==> src/rtl/serial_sub2.sv <==
// Digit-serial W-bit subtractor, 2 bits per cycle: diff = a - b - bin (mod 2^W), borrow out of MSB.
// Operands arrive and results leave over valid/ready handshakes; one operation in flight at a time.
//
//   state | meaning
//   IDLE  | in_ready high, waiting for operands
//   RUN   | one 2-bit digit per cycle, W/2 cycles
//   DONE  | out_valid high, result held until out_ready
module serial_sub2 #(
   parameter int W = 8
) (
   input  logic         clock,
   input  logic         reset,
   input  logic         in_valid,
   output logic         in_ready,
   input  logic [W-1:0] pa,
   input  logic [W-1:0] pb,
   input  logic         pbin,
   output logic         out_valid,
   input  logic         out_ready,
   output logic [W-1:0] pdiff,
   output logic         pbout
);
   localparam int ND = W / 2;
   localparam int CW = (ND > 1) ? $clog2(ND) : 1;

   typedef enum logic [1:0] {IDLE, RUN, DONE} state_t;

   state_t         state, state_nxt;
   logic [W-1:0]   sh_a, sh_b, res, res_nxt;
   logic           brw;
   logic [CW-1:0]  cnt;
   logic           last;
   logic [1:0]     d;
   logic           bo0, bo1;

   assign in_ready  = (state == IDLE);
   assign out_valid = (state == DONE);
   assign last      = (cnt == CW'(ND - 1));

   // ripple borrow through the low digit: bit0 then bit1
   always_comb begin
      d[0]    = sh_a[0] ^ sh_b[0] ^ brw;
      bo0     = (~sh_a[0] & (sh_b[0] | brw)) | (sh_b[0] & brw);
      d[1]    = sh_a[1] ^ sh_b[1] ^ bo0;
      bo1     = (~sh_a[1] & (sh_b[1] | bo0)) | (sh_b[1] & bo0);
      res_nxt = (res >> 2) | (W'(d) << (W - 2));
   end

   always_comb begin
      state_nxt = state;
      case (state)
         IDLE:    if (in_valid)  state_nxt = RUN;
         RUN:     if (last)      state_nxt = DONE;
         DONE:    if (out_ready) state_nxt = IDLE;
         default:                state_nxt = IDLE;
      endcase
   end

   always_ff @(posedge clock or posedge reset) begin
      if (reset) state <= IDLE;
      else       state <= state_nxt;
   end

   always_ff @(posedge clock or posedge reset) begin
      if (reset) begin
         sh_a  <= '0;
         sh_b  <= '0;
         res   <= '0;
         brw   <= 1'b0;
         cnt   <= '0;
         pdiff <= '0;
         pbout <= 1'b0;
      end else begin
         case (state)
            IDLE: if (in_valid) begin
               sh_a <= pa;
               sh_b <= pb;
               brw  <= pbin;
               cnt  <= '0;
            end
            RUN: begin
               sh_a <= sh_a >> 2;
               sh_b <= sh_b >> 2;
               brw  <= bo1;
               res  <= res_nxt;
               cnt  <= cnt + 1'b1;
               if (last) begin
                  pdiff <= res_nxt;
                  pbout <= bo1;
               end
            end
            default: ;
         endcase
      end
   end
endmodule

==> config.mk <==
export PLATFORM = sky130hd
export DESIGN_NAME = serial_sub2
export DESIGN_NICKNAME = d
export VERILOG_FILES = /design/src/rtl/serial_sub2.sv
export SDC_FILE = /design/constraint.sdc
export NUM_CORES = 1
export LEC_CHECK = 0
export ABC_AREA = 1
export ABC_CLOCK_PERIOD_IN_PS = 2550
export BUFFER_PORTS_ARGS = -buffer_cell sky130_fd_sc_hd__buf_4
export CORE_AREA = 4 4 71 53
export CTS_CLUSTER_DIAMETER = 120
export DETAILED_ROUTE_END_ITERATION = 16
export DIE_AREA = 0 0 75 57
export PLACE_DENSITY = 0.87
export SETUP_SLACK_MARGIN = 0.05
export SLEW_MARGIN = 0
export SYNTH_ARGS = -nofsm -noshare
export SYNTH_HDL_FRONTEND = slang
export SYNTH_SLANG_ARGS = --single-unit
==> constraint.sdc <==
create_clock -name clock -period 2.55 [get_ports clock]
set_input_delay 0 -clock clock [delete_from_list [all_inputs] [get_ports clock]]
set_output_delay 0 -clock clock [all_outputs]
set_load 0.005 [all_outputs]
# --- Word-level counts from Yosys, hierarchy flattened ---
# Cells that the tools add are included.
word_totals:
  register_bits: 38
  in_bits: 21
  output_inout_bits: 11
  elab_cells: 47
classes:
  addsub: 1
  eq_ne: 6
  n_mux: 12
  bitwise: 15
  n_reduce_logical: 5
ops:
  columns: ["op", "count"]
  rows:
  - ["case mux 8 bit (2 select lines)", 2]
  - ["2-to-1 mux 8 bit", 2]
  - ["2-to-1 mux 2 bit", 4]
  - ["OR 6 x 8 -> 8 bit", 1]
  - ["case mux 2 bit (3 select lines)", 1]
  - ["bitwise AND 1 bit", 4]
  - ["equality test 2 bit (second input constant)", 2]
  - ["!= test 2 bit (second input constant)", 2]
  - ["OR 1 bit", 4]
  - ["case mux 2 bit (2 select lines)", 1]
  - ["AND reduction 2 bit", 2]
  - ["bitwise XOR 1 bit", 4]
  - ["AND reduction 3 bit", 1]
  - ["adder 2 x 1 -> 2 bit (second input constant)", 1]
  - ["equality test 2 x 1 -> 1 bit (second input constant)", 1]
  - ["zero test 2 bit", 1]
  - ["!= test 2 x 1 -> 1 bit (second input constant)", 1]
  - ["inverter 1 bit", 2]
  - ["case mux 1 bit (2 select lines)", 1]
  - ["nonzero test 2 bit", 1]
  - ["2-to-1 mux 1 bit", 1]

# --- Logic depth before layout (Yosys ltp) ---
logic_depth:
  ltp_word: 7
  ltp_mapped: 6

# --- Worst setup path after synthesis ---
# OpenSTA, ideal clock, no wires.
synth_path:
  kind: "register to register"
  from: "reg sh_a[0]"
  to: "reg pdiff[7]"
  t_arrival_ns: 1.448
  required_ns: 2.467
  path_slack_ns: 1.019
  stages_incl_launch_ff: 5
  path_buffers: 0
  synth_period_minus_slack_ns: 1.531
  path_cell_list: "dfrtp_1 -> fa_1 -> fa_1 -> inv_1 -> o21ai_0"
synth_between:
  elab_chain_len: 5
synth_rtl:
  columns: ["item", "line", "source"]
  rows:
  - ["start, declared", "29", "logic [W-1:0] sh_a, sh_b, res, res_nxt;"]
  - ["start signal, assigned", "76", "sh_a <= pa;"]
  - ["start signal, assigned", "82", "sh_a <= sh_a >> 2;"]
  - ["inverter 1 bit", "43", "bo0 = (~sh_a[0] & (sh_b[0] | brw)) | (sh_b[0] & brw);"]
  - ["bitwise AND 1 bit", "43", null]
  - ["OR 1 bit", "43", null]
  - ["bitwise XOR 1 bit", "44", "d[1] = sh_a[1] ^ sh_b[1] ^ bo0;"]
  - ["via d[1]", "33", "logic [1:0] d;"]
  - ["OR 6 x 8 -> 8 bit", "46", "res_nxt = (res >> 2) | (W'(d) << (W - 2));"]
  - ["end signal, assigned", "88", "pdiff <= res_nxt;"]
  - ["end, declared", "20", "output logic [W-1:0] pdiff,"]
# The timed path passes the listed nets, and every way through them passes these cells.
# A chain may end at the register's enable or synchronous reset.

# --- Final worst setup path ---
layout_path:
  from: "reg sh_a[0]"
  to: "reg res[7]"
layout_between:
  elab_chain_len: 5
layout_rtl:
  columns: ["item", "line", "source"]
  rows:
  - ["inverter 1 bit", "43", null]
  - ["bitwise AND 1 bit", "43", null]
  - ["OR 1 bit", "43", null]
  - ["bitwise XOR 1 bit", "44", null]
  - ["via d[1]", "33", null]
  - ["OR 6 x 8 -> 8 bit", "46", null]
  - ["end signal, assigned", "85", "res <= res_nxt;"]
  - ["end, declared", "29", null]
# The timed path passes the listed nets, and every way through them passes these cells.

==> flow_summary_export.csv <==
group,metric,value,unit
outcome,status,"completed",
setup_path,startpoint_type,"flop",
synth,synth_area_leaders,"dfrtp_1 (52%), nand2_1 (13%), inv_1 (7.8%)",
clock_tree,cts_tree,"built",
setup_path,reg2reg_from,"sh_a[0]",
global_routing,grt_overflow,0,
final_layout,area_growth,21.8,%
placement,place_congestion,0.722,
power_and_ir_drop,p_leak,1.17,nW
clock_tree,cts_sinks,36,
final_layout,final_nets,266,
final_layout,stdcell_count,281,
setup_path,r2r_slack,0.95,ns
synth,netlist_instances,205,
drt,drt-pass1-iter-count,4,
sta,fmax,627,MHz
clock_tree,cts.clk_slew.worst_paths,0.07,ns
sta,hold_viol,0,
power_and_ir_drop,vdd_drop_max,620,uV
die,core_area,3080,um^2
clock_tree,clockRootBuffer,"clkbuf_8",
die,die_width,75,um
setup_path,endpoint_kind,"flop",
die,start_util,56.3,%
sta,rsz0062_at_grt,"false",
sta,fin_crit_sh,62.6,%
synth,yosysWarnings,0,
drt,wl_per_cell,12.2,um
final_layout,final_util,68.6,%
drt,dr.first_iter.drc_count,48,
sta,whs,0.0189,ns
global_routing,grt_pass1_vias,1411,
setup_path,reg2regPathDepth,4,
die,die_area,4280,um^2
power_and_ir_drop,power.total,0.00257,W
final_layout,fillers,245,
drt,antenna_left,0,
drt,routed_wl,3420,um
global_routing,antenna_found_initial,0,
setup_path,crit_arrival,1.80,ns
synth,ys_types,19,
global_routing,gr-usage-all-layers,18.8,%
setup_path,cp_cell_sequence,"fa_1, fa_1, inv_1, o21ai_0",
die,fp-row-count,17,
global_routing,grt_first_pass_wirelength,6040,um
hold_path,whs_endpoint,"sh_a[5]",
clock_tree,clk_path_buf_depth,2,
sta,maxSlewViolCount,0,
sta,clock_skew,0.00489,ns
final_layout,n_antenna_cell,0,
setup_path,slowest_delay,0.49,ns
setup_path,worstPathRequired,2.76,ns
setup_path,crit_slowest_cell,"fa_1",
placement,io_buffers,31,
synth,seq_area_frac_synth,51.9,%
setup_path,cp_max_fo,2,
clock_tree,h-tree-depth,2,
placement,placedCellCount,267,
die,dieHeight,57,um
sta,setup_viol,0,
synth,synth_nets,229,
hold_path,min_from,"pa[5]",
final_layout,most-common-layout-cells,"nand2_1 (61), inv_1 (36), dfrtp_1 (36)",
drt,vias_per_cell,4.90,
job,cap_violations,0,
synth,synth-seq-cells,36,
final_layout,final_common_cell,"nand2_1",
clock_tree,numCtsBuffers,5,
hold_path,hold_class,"input port to flop",
synth,avgSynthCellArea,8.47,um^2
synth,netlist_area,1740,um^2
setup_path,r2r_end,"res[7]",
synth,synth_top_area_share,51.9,%
setup_path,path_common_cell,"fa_1",
final_layout,drive_above_1_share,20.2,%
clock_tree,ctsResizeCount,0,
setup_path,timing.setup.critical_path_class,"flop to flop",
synth,yosysTopAreaCell,"dfrtp_1",
drt,drcViolationCount,0,
sta,fin_crit,1.60,ns
clock_tree,clk_latency,0.29,ns
hold_path,hold_depth,5,
sta,tightest_slew,0.448,ns
sta,finalSetupTns,0,ns
die,pin_count,32,
power_and_ir_drop,power.density,1220,nW/um^2
global_routing,grt_max_degree,42,
placement,hpwlAfterDp,2270,um
drt,via_count,1376,
sta,slew_headroom,70.2,%
worst max-delay path by stage:
stage	startpoint	slack, ns	cells after the start	end
2_1_floorplan	sh_a[0]	1.02	4	pdiff[7]
3_3_place_gp	sh_a[0]	1.0	4	res[7]
3_5_place_dp	sh_a[0]	0.92	4	res[7]
4_1_cts	sh_a[0]	0.94	4	res[7]
5_1_grt	sh_a[0]	0.84	4	res[7]
6_report	sh_a[0]	0.95	4	res[7]
power breakdown:
group	switching, W	internal, W	leakage, nW
clock network	0.000193	0.000220	0.0455
registers	0.000177	0.000835	0.452
logic	0.000695	0.000451	0.675
cells in the mapped netlist, drive strengths merged:
| master | count |
|---|---|
| buf | 9 |
| nand3 | 30 |
| a22oi | 1 |
| fa | 2 |
| nand2 | 65 |
| o31ai | 1 |
| dfrtp | 36 |
| nor2 | 5 |
| a21oi | 1 |
| inv | 37 |
| ha | 1 |
| o21ai | 17 |
logic make-up (layout without fill, tap and decap cells):
family	Yosys count	after routing	share of synthesized area, %
AO/OA/AOI/OAI	20	20	6.70
buffers and inverters	46	84	11.9
flip-flops	36	36	51.9
adder cells (fa/ha/maj)	3	3	3.03
AND/OR/NAND/NOR	100	100	26.5
area by class of cell:
class / instances / area [um^2] / share of cell area, %
Sequential cell: 36 / 901 / 42.6
Multi-Input combinational cell: 123 / 629 / 29.8
Clock buffer: 8 / 90.1 / 4.26
Inverter: 37 / 139 / 6.57
Tap cell: 38 / 47.5 / 2.25
Timing Repair Buffer: 39 / 308 / 14.6
flip-flops by register name, indices dropped and copies added (netlist names):
name and flops:
sh_a 8, pbout 1, pdiff 8, state 2, res 6, brw 1
sh_b 8, cnt 2
layer usage:
| metal | vias up | routed length, um | GRT usage, % |
|---|---|---|---|
| li1 | 700 | - | - |
| met1 | 646 | 1660 | 25.0 |
| met2 | 26 | 1540 | 28.7 |
| met5 | - | 0 | 0 |
| met4 | 0 | 44 | 7.11 |
| met3 | 4 | 172 | 5.81 |
metrics by stage:
step | instance area (um^2) | worst slack (ns)
3_5_place_dp | 1960 | 0.923
3_3_place_gp | 1960 | 0.995
2_1_floorplan | 1740 | 1.02
4_1_cts | 2110 | 0.939
6_report | 2110 | 0.954
5_1_grt | 2110 | 0.840
critical path: cells and delay by family, from the launching register on:
| family | cells | cell delay (ns) |
|---|---|---|
| fa+ha+maj | 2 | 0.93 |
| compound gates | 1 | 0.14 |
| flops | 1 | 0.40 |
| buf+inv | 1 | 0.05 |
repair_timing:
item / in CTS / in global routing
setup buffers: 0 / 0
endpoints found under the hold margin: 41 / 0
hold buffers: 6 / 0
Note: power is estimated with default switching activity, not from simulation.
